File: config.mk
export PLATFORM = sky130hd
export DESIGN_NAME = slc3_sequencer
export DESIGN_NICKNAME = d
export VERILOG_FILES = /design/src/rtl/slc3_pkg.sv /design/src/rtl/slc3_wait_timer.sv /design/src/rtl/slc3_sequencer.sv
export SDC_FILE = /design/constraint.sdc
export NUM_CORES = 1
export LEC_CHECK = 0
export BUFFER_PORTS_ARGS = -buffer_cell sky130_fd_sc_hd__buf_2
export CAP_MARGIN = 40
export CORE_MARGIN = 2
export CORE_UTILIZATION = 42
export CTS_BUF_LIST = sky130_fd_sc_hd__clkbuf_8 sky130_fd_sc_hd__clkbuf_16
export CTS_CLUSTER_DIAMETER = 200
export DETAILED_ROUTE_END_ITERATION = 16
export GPL_ROUTABILITY_DRIVEN = 0
export PLACE_DENSITY = 0.75
export SYNTH_ARGS = -nofsm -noshare
export SYNTH_HDL_FRONTEND = slang
export SYNTH_SLANG_ARGS = --single-unit
File: constraint.sdc
create_clock -name clk -period 1.6 [get_ports clk]
set_input_delay 0.24 -clock clk [delete_from_list [all_inputs] [get_ports clk]]
set_output_delay 0.24 -clock clk [all_outputs]
set_load 0.1 [all_outputs]
File: src/rtl/slc3_pkg.sv
// Shared types and encodings for the SLC-3 control sequencer.
// States, opcodes, mux/ALU select codes and the default memory latency.
package slc3_pkg;

  localparam int MEM_WAIT_DEF = 2;

  typedef enum logic [4:0] {
    HALTED,
    S18,
    S33,
    S35,
    S32,
    S1,
    S5,
    S9,
    S0,
    S22,
    S12,
    S4,
    S21,
    S6,
    S25,
    S27,
    S7,
    S23,
    S16,
    PAUSE1,
    PAUSE2
  } state_t;

  localparam logic [3:0] OP_BR    = 4'b0000;
  localparam logic [3:0] OP_ADD   = 4'b0001;
  localparam logic [3:0] OP_JSR   = 4'b0100;
  localparam logic [3:0] OP_AND   = 4'b0101;
  localparam logic [3:0] OP_LDR   = 4'b0110;
  localparam logic [3:0] OP_STR   = 4'b0111;
  localparam logic [3:0] OP_NOT   = 4'b1001;
  localparam logic [3:0] OP_JMP   = 4'b1100;
  localparam logic [3:0] OP_PAUSE = 4'b1101;

  localparam logic [1:0] PCMUX_PC1   = 2'b00;
  localparam logic [1:0] PCMUX_BUS   = 2'b01;
  localparam logic [1:0] PCMUX_ADDER = 2'b10;

  localparam logic [1:0] A2_ZERO  = 2'b00;
  localparam logic [1:0] A2_OFF6  = 2'b01;
  localparam logic [1:0] A2_OFF9  = 2'b10;
  localparam logic [1:0] A2_OFF11 = 2'b11;

  localparam logic [1:0] ALUK_ADD   = 2'b00;
  localparam logic [1:0] ALUK_AND   = 2'b01;
  localparam logic [1:0] ALUK_NOT   = 2'b10;
  localparam logic [1:0] ALUK_PASSA = 2'b11;

  function automatic logic is_wait(input state_t s);
    return (s == S33) || (s == S25) || (s == S16);
  endfunction

endpackage

File: src/rtl/slc3_wait_timer.sv
// Memory access timer: counts cycles while busy, flags the final one.
// Clears whenever the owning state is left, so no access inherits a count.
import slc3_pkg::*;

module slc3_wait_timer #(
  parameter int MEM_WAIT = MEM_WAIT_DEF
) (
  input  logic clk,
  input  logic reset,
  input  logic i_busy,
  output logic o_last
);

  localparam int CW = (MEM_WAIT > 1) ? $clog2(MEM_WAIT) : 1;

  logic [CW-1:0] r_cnt;

  assign o_last = i_busy && (r_cnt == CW'(MEM_WAIT - 1));

  always_ff @(posedge clk) begin
    if (reset) begin
      r_cnt <= '0;
    end else if (!i_busy || o_last) begin
      r_cnt <= '0;
    end else begin
      r_cnt <= r_cnt + 1'b1;
    end
  end

endmodule

File: src/rtl/slc3_sequencer.sv
// SLC-3 control FSM: fetch/decode/execute with Moore-decoded datapath controls.
// Define SLC3_SINGLE_STEP_EN to park in PAUSE1/PAUSE2 after every instruction.
import slc3_pkg::*;

module slc3_sequencer #(
  parameter int MEM_WAIT = MEM_WAIT_DEF
) (
  input  logic        clk,
  input  logic        reset,
  input  logic        run_i,
  input  logic        continue_i,
  input  logic [15:0] ir,
  input  logic        ben,
  output logic        ld_mar,
  output logic        ld_mdr,
  output logic        ld_ir,
  output logic        ld_pc,
  output logic        ld_ben,
  output logic        ld_cc,
  output logic        ld_reg,
  output logic        ld_led,
  output logic        gate_pc,
  output logic        gate_mdr,
  output logic        gate_alu,
  output logic        gate_marmux,
  output logic [1:0]  pcmux,
  output logic        addr1mux,
  output logic [1:0]  addr2mux,
  output logic        drmux,
  output logic        sr1mux,
  output logic        sr2mux,
  output logic [1:0]  aluk,
  output logic        mem_mem_ena,
  output logic        mem_wr_ena
);

`ifdef SLC3_SINGLE_STEP_EN
  localparam state_t RET = PAUSE1;
`else
  localparam state_t RET = S18;
`endif

  state_t     r_state;
  state_t     w_next;
  logic       w_last;
  logic       w_led;
  logic [3:0] w_op;
  logic       w_unused_ir;

  assign w_op        = ir[15:12];
  assign w_unused_ir = ^{ir[10:6], ir[4:0]};

  slc3_wait_timer #(
    .MEM_WAIT(MEM_WAIT)
  ) u_timer (
    .clk   (clk),
    .reset (reset),
    .i_busy(is_wait(r_state)),
    .o_last(w_last)
  );

`ifdef SLC3_SINGLE_STEP_EN
  assign w_led = 1'b0;
`else
  // LED latches only on the first PAUSE1 cycle
  logic r_led_done;

  always_ff @(posedge clk) begin
    if (reset) begin
      r_led_done <= 1'b0;
    end else begin
      r_led_done <= (r_state == PAUSE1);
    end
  end

  assign w_led = (r_state == PAUSE1) && !r_led_done;
`endif

  always_ff @(posedge clk) begin
    if (reset) begin
      r_state <= HALTED;
    end else begin
      r_state <= w_next;
    end
  end

  always_comb begin
    w_next = r_state;
    case (r_state)
      HALTED: if (run_i) w_next = S18;
      S18:    w_next = S33;
      S33:    if (w_last) w_next = S35;
      S35:    w_next = S32;
      S32: begin
        case (w_op)
          OP_ADD:   w_next = S1;
          OP_AND:   w_next = S5;
          OP_NOT:   w_next = S9;
          OP_BR:    w_next = S0;
          OP_JMP:   w_next = S12;
          OP_JSR:   w_next = ir[11] ? S4 : RET;
          OP_LDR:   w_next = S6;
          OP_STR:   w_next = S7;
          OP_PAUSE: w_next = PAUSE1;
          default:  w_next = RET;
        endcase
      end
      S1, S5, S9: w_next = RET;
      S0:     w_next = ben ? S22 : RET;
      S22:    w_next = RET;
      S12:    w_next = RET;
      S4:     w_next = S21;
      S21:    w_next = RET;
      S6:     w_next = S25;
      S25:    if (w_last) w_next = S27;
      S27:    w_next = RET;
      S7:     w_next = S23;
      S23:    w_next = S16;
      S16:    if (w_last) w_next = RET;
      PAUSE1: if (continue_i) w_next = PAUSE2;
      PAUSE2: if (!continue_i) w_next = S18;
      default: w_next = HALTED;
    endcase
  end

  always_comb begin
    ld_mar      = 1'b0;
    ld_mdr      = 1'b0;
    ld_ir       = 1'b0;
    ld_pc       = 1'b0;
    ld_ben      = 1'b0;
    ld_cc       = 1'b0;
    ld_reg      = 1'b0;
    ld_led      = 1'b0;
    gate_pc     = 1'b0;
    gate_mdr    = 1'b0;
    gate_alu    = 1'b0;
    gate_marmux = 1'b0;
    pcmux       = PCMUX_PC1;
    addr1mux    = 1'b0;
    addr2mux    = A2_ZERO;
    drmux       = 1'b0;
    sr1mux      = 1'b0;
    sr2mux      = 1'b0;
    aluk        = ALUK_ADD;
    mem_mem_ena = 1'b0;
    mem_wr_ena  = 1'b0;
    case (r_state)
      S18: begin
        gate_pc = 1'b1;
        ld_mar  = 1'b1;
        ld_pc   = 1'b1;
      end
      S33, S25: begin
        mem_mem_ena = 1'b1;
        ld_mdr      = w_last;
      end
      S35: begin
        gate_mdr = 1'b1;
        ld_ir    = 1'b1;
      end
      S32: ld_ben = 1'b1;
      S1, S5, S9: begin
        sr1mux   = 1'b1;
        sr2mux   = (r_state != S9) && ir[5];
        aluk     = (r_state == S1) ? ALUK_ADD :
                   (r_state == S5) ? ALUK_AND : ALUK_NOT;
        gate_alu = 1'b1;
        ld_reg   = 1'b1;
        ld_cc    = 1'b1;
      end
      S22: begin
        addr2mux = A2_OFF9;
        pcmux    = PCMUX_ADDER;
        ld_pc    = 1'b1;
      end
      S12: begin
        sr1mux   = 1'b1;
        addr1mux = 1'b1;
        pcmux    = PCMUX_ADDER;
        ld_pc    = 1'b1;
      end
      S4: begin
        gate_pc = 1'b1;
        drmux   = 1'b1;
        ld_reg  = 1'b1;
      end
      S21: begin
        addr2mux = A2_OFF11;
        pcmux    = PCMUX_ADDER;
        ld_pc    = 1'b1;
      end
      S6, S7: begin
        sr1mux      = 1'b1;
        addr1mux    = 1'b1;
        addr2mux    = A2_OFF6;
        gate_marmux = 1'b1;
        ld_mar      = 1'b1;
      end
      S27: begin
        gate_mdr = 1'b1;
        ld_reg   = 1'b1;
        ld_cc    = 1'b1;
      end
      // MDR takes the bus here since the memory enable stays low
      S23: begin
        aluk     = ALUK_PASSA;
        gate_alu = 1'b1;
        ld_mdr   = 1'b1;
      end
      S16: begin
        mem_mem_ena = 1'b1;
        mem_wr_ena  = 1'b1;
      end
      PAUSE1: ld_led = w_led;
      default: ;
    endcase
  end

endmodule

==> flow_results.org, run 1 <==
** Outcome
- The flow did not finish.
- It got as far as clock tree synthesis (4_1_cts) and failed there.
- The tool reported: "[ERROR DPL-0038] Utilization greater than 100%, impossible to legalize".

** Clocking
- # clock sinks :: 7
- Post-cts hold buffer count :: 0
- The cell sitting at the root of the clock tree is a clkbuf_8.
- Buffers added to address setup during post-CTS repair amount to 14.
- No sink is reached through more buffers than the 2 on the longest clock path.
- Post-CTS sizing :: 73
- CTS built an H-tree with a depth of 1.
- CTS buffer count :: 3

** Die
- Die X :: 52.9 µm
- I/O pin total :: 45
- Initial standard-cell utilization of the core :: 44.9%
- In this run the vertical extent of the chip is 52.9 µm.
- Count of standard-cell rows :: 17

** Place
- In this run the tool buffered the top-level ports with 33 buffer cells.
- Final HPWL DP :: 3770 µm

** Synth
- Counting flops with a built-in enable in the synthesized netlist gives 0.
- Cell accounting for the most synthesized area :: dfxtp_1
- During synthesis, Yosys emitted a total of 0 warnings.
- In this run the mean area of a mapped cell was 6.51 µm².
- Top flip-flop cell by instance count after synthesis :: dfxtp_1
- Async set or reset register ratio after synthesis :: 0%
- For this run, the register share of the synthesized area comes to 14.0%.
- Counting distinct cell types in the post-synthesis netlist gives 52.
- In the post-synthesis netlist, the biggest area contributors are dfxtp_1, nor2_1, a21oi_1.
- After synthesis the cells add up to 1000 µm².
- Synthesis produced a netlist with a net count of 175.
- Flop and latch count out of synthesis :: 7
- After technology mapping, the gate count stands at 154.
- Of the post-synthesis cell area, the dominant cell type holds 14.0%.
[synth_stat cells, drive strengths merged (4+ instances only)]
library cell	n
or2	4
nor2b	6
buf	8
dfxtp	7
o21ai	8
nand2	15
nor2	21
nand2b	8
clkbuf	6
a21oi	13
[through the flow]
step                setup WS [ps]  utilization (%)  cell area [µm²]  TNS (ps)  std cells
detailed placement           -129             92.4             2060      -912        232
global placement            -87.2             92.4             2060      -295        232
floorplan                    -383                -             1430     -3610        154
[kinds of logic after synthesis]
kind of cell | Yosys count | synth area share, %
mux | 2 | 2.12
compound gates | 45 | 29.5
xor+xnor | 4 | 3.50
flops | 7 | 14.0
other cells | 1 | 0.374
simple gates | 78 | 43.2
buf+inv | 17 | 7.37
==> inputs of run 2 (changes only) <==
--- a/config.mk
+++ b/config.mk
@@ -7,13 +7,11 @@
 export LEC_CHECK = 0
 export BUFFER_PORTS_ARGS = -buffer_cell sky130_fd_sc_hd__buf_2
 export CAP_MARGIN = 40
-export CORE_MARGIN = 2
-export CORE_UTILIZATION = 42
-export CTS_BUF_LIST = sky130_fd_sc_hd__clkbuf_8 sky130_fd_sc_hd__clkbuf_16
-export CTS_CLUSTER_DIAMETER = 200
+export CORE_AREA = 2 2 63 65
 export DETAILED_ROUTE_END_ITERATION = 16
+export DIE_AREA = 0 0 65 67
 export GPL_ROUTABILITY_DRIVEN = 0
-export PLACE_DENSITY = 0.75
+export PLACE_DENSITY_LB_ADDON = 0.15
 export SYNTH_ARGS = -nofsm -noshare
 export SYNTH_HDL_FRONTEND = slang
 export SYNTH_SLANG_ARGS = --single-unit
==> constraint.sdc (replaced) <==
create_clock -name clk -period 2.1 [get_ports clk]
set_input_delay 0.315 -clock clk [delete_from_list [all_inputs] [get_ports clk]]
set_output_delay 0.315 -clock clk [all_outputs]
set_load 0.1 [all_outputs]
==> run 2 against run 1 <==
  * The run now ends clean
  * Synthesized cell count unchanged
  * Area after synthesis unchanged
==> flow_results.org, run 2 <==
** GRT
- Met2 capacity usage during global routing :: 31.4%
- Vias in the first global route :: 1293
- Antenna violations before repair :: 0
- Global routing used 22.0% of the available met1 tracks.
- GR peak layer :: met2
- Global routing consumed, over all layers together, 18.0% of the routing resources.
- Global routing used 2.03% of the available met3 tracks.
- Global-route wire length before repair :: 6140 µm
- Pin count of the biggest net entering global routing :: 16
- Remaining Overflow, GRT :: 0

** Synth
- Syn avg cell area :: 6.51 µm²
- After synthesis, the netlist uses 52 different library cells.
- By count the netlist is led by nor2_1, nand2_1, a21oi_1.
- The synthesized design contains 0 enable-type register cells.
- Flop and latch count out of synthesis :: 7
- Cell accounting for the most synthesized area :: dfxtp_1
- In this run the cell area of the synthesized design comes to 1000 µm².
- For this run, asynchronously set or reset flops after synthesis account for 0%.
- Warning count from the yosys run :: 0
- After synthesis, the largest area contributor takes up 14.0% of total cell area.
- Top flip-flop cell by instance count after synthesis :: dfxtp_1
- Syn Nets :: 175
- Most frequent cell after synthesis :: nor2_1
- By area the synthesized netlist is led by dfxtp_1, nor2_1, a21oi_1.
- After technology mapping, the gate count stands at 154.
- Summing the sequential cell areas from Yosys gives 14.0% of the chip area.

** Place
- After detailed placement, the total cell area comes to 1840 µm².
- Prior to clock tree synthesis, the placed netlist has a worst setup slack of 142 ps.
- Number of port buffers :: 33
- Final HPWL DP :: 2790 µm

** STA
- Number of pins with negative max-slew slack in the final report :: 0
- Shortest clock period the worst path allows after layout :: 2030 ps
- Measured against its own limit, the worst slew margin works out to 59.9%.
- Based on the critical path, the design can be clocked at up to 493 MHz.
- Slew at the pin with the worst max-slew slack :: 586 ps
- Worst setup slack after layout :: 73.0 ps
- The hold violation count in the final report was 0.
- Final critical-path share of the clock period :: 96.5%
- Setup repair after global routing left no endpoint under its margin.
- Number of failing setup endpoints in the final timing report :: 0
- For the final database, setup skew stands at 2.85 ps.

** Critical path
- Data on the critical path arrives at its endpoint at 1710 ps.
- The cell family contributing the most delay on the critical path is simple AND/OR/NAND/NOR gates.
- The signal on the critical path passes through buf_12 -> and2_1 -> and3_2 -> or2_4 -> buf_12.
- Of all nets on the critical path, the largest fanout is 12.
- STA classifies the critical path startpoint as a flop.
- Data required time of the worst path :: 1780 ps
- The critical path contains buffers and inverters numbering 2 combined.
- In this run the critical register-to-register path is captured at r_state[1].
- Number of cells traversed by the worst register-to-register path :: 5
- STA classifies the critical path endpoint as a primary output.
- Biggest cell delay along the critical path :: 400 ps
- R2R Setup Slk :: 280 ps
- Counting stages on the worst path, the most repeated cell is buf_12.
- The most critical setup path has its endpoint at ld_reg.
- Worst Path Class, Setup :: reg2out
- Number of gates on the worst path with buffers counted :: 5
- Cell at the slowest stage of the critical path :: dfxtp_1
- CP Launch Point :: r_state[1]
- The worst register-to-register path begins at r_state[2].

** Routing
- Wirelength per Cell :: 14.4 µm
- Detailed Route Iter0 Violations :: 56
- Drt first pass iters :: 4
- The detail route stage leaves a number of antenna-violating nets equal to 0.
- Total number of vias :: 1295
- Wires add up to 3500 µm.
- Dividing the detail-routed via count by the number of cells gives 5.33.
- DRC violation count after routing :: 0

** Clocking
- Clk buf depth :: 2
- Post-CTS timing repair inserted 0 buffers for setup.
- H-tree levels :: 1
- The root buffer cell chosen for the clock tree is clkbuf_8.
- TritonCTS built the clock tree.
- Insertion delay to the later sink of the worst-skew pair :: 230 ps
- Clock slew at reported path FFs :: 40 ps
- In this run, CTS created clock tree buffers numbering 3.
- The tree built by TritonCTS fans out to 7 sinks.

** Pwr
- PwrDens :: 800 nW/µm²
- In this run the static leakage power is 0.711 nW.
- VDD IR max :: 0.460 mV

** Hold path
- Worst min-delay path startpoint :: reset
- In this run the worst hold path is classified as in2reg.

** Die
- After floorplanning, the core was sized to cover 3610 µm².
- The die covers 4360 µm².
- After floorplanning, the core was divided into 22 placement rows.
- I/O pin total :: 45
- Die height :: 67 µm
- From left edge to right edge, the die measures 65 µm.
- Initial standard-cell utilization of the core :: 27.8%

** Final layout
- The net count of the finished layout is 217.
- Proportion of layout cells with a drive suffix above 1 :: 43.6%
- The repair_antennas step left the layout with diodes totalling 0.
- The register with the most flip-flops in the layout has 5 of them.
- Summing all non-filler instances in the final layout gives an area of 1890 µm².
- Largest registers :: r_state (5), r_led_done (1), u_timer.r_cnt (1)
- Compared with the post-synthesis result, the final layout area differs by 89.0%.
- Highest-count cells in the layout ignoring fill and taps :: buf_12, buf_4, nor2_1
- Register containing the most flip-flops in the final layout :: r_state
- Fill cells in the final layout number 342.
- The library cell used most frequently in the layout, excluding fill and tap cells, is buf_12.

** Outcome
- Outcome :: completed

** Flow run
- The tool flagged a number of max-cap violations equal to 0.
[run 2: cell counts after synthesis]
Identical to the previous run, type by type.
[run 2: cells by family (layout without fill, tap and decap cells)]
kind of cell | after synthesis | in the layout | share of synthesized area, %
AO/OA/AOI/OAI | 45 | 45 | 29.5
XOR/XNOR | 4 | 4 | 3.50
buffers and inverters | 17 | 58 | 7.37
flip-flops | 7 | 7 | 14.0
multiplexers | 2 | 2 | 2.12
other | 1 | 1 | 0.374
AND/OR/NAND/NOR | 78 | 78 | 43.2
[run 2: worst min path at each step]
stage / to / slack [ps] / depth (start not counted)
after detailed placement: r_state[3] / 590 / 2
after global routing: r_state[3] / 370 / 2
after CTS: r_state[3] / 350 / 2
after global placement: r_state[3] / 570 / 2
final: r_state[3] / 350 / 2
after floorplan: r_state[3] / 380 / 1
[run 2: timing repair]
action,in CTS,in global routing
gates resized for setup,2,2
hold buffers,0,0
setup endpoints to repair,10,7
[run 2: per-layer routing]
layer	routed length (µm)	vias up
li1	-	638
met1	1500	603
met2	1760	45
met3	162	9
met4	82	0
met5	0	-
[run 2: per-stage QoR]
step	hold slack (ps)	TNS (ps)	instances	power, mW	utilization, %
6_report	351	0	243	1.52	52.5
5_1_grt	373	0	243	1.60	52.5
4_1_cts	345	0	243	1.52	52.4
3_5_place_dp	588	0	239	1.32	51.1
3_3_place_gp	571	0	239	1.31	51.1
2_1_floorplan	384	-342	154	0.945	-
[run 2: cell type report]
type	instances	area (µm²)	area share [%]
flip-flops and latches	7	144	7.60
clock buffers	4	45.0	2.38
well taps	48	60.1	3.17
inverters	3	11.3	0.594
repair buffers	51	658	34.7
multi-input cells	130	976	51.5
[run 2: worst register-to-register path, cell delays in order, from the launching register on]
cell,delay [ps]
dfxtp_2,460
buf_4,220
nand2b_1,220
a2111oi_0,530
a221oi_1,120
o22ai_1,200
[run 2: power breakdown]
part | switching [mW] | total [mW] | leakage (nW) | internal [mW]
logic | 0.662 | 1.11 | 0.630 | 0.451
registers | 0.0550 | 0.206 | 0.0581 | 0.151
clock network | 0.0642 | 0.196 | 0.0228 | 0.132
total | 0.782 | 1.52 | 0.711 | 0.735
Note: power is estimated with default switching activity, not from simulation.
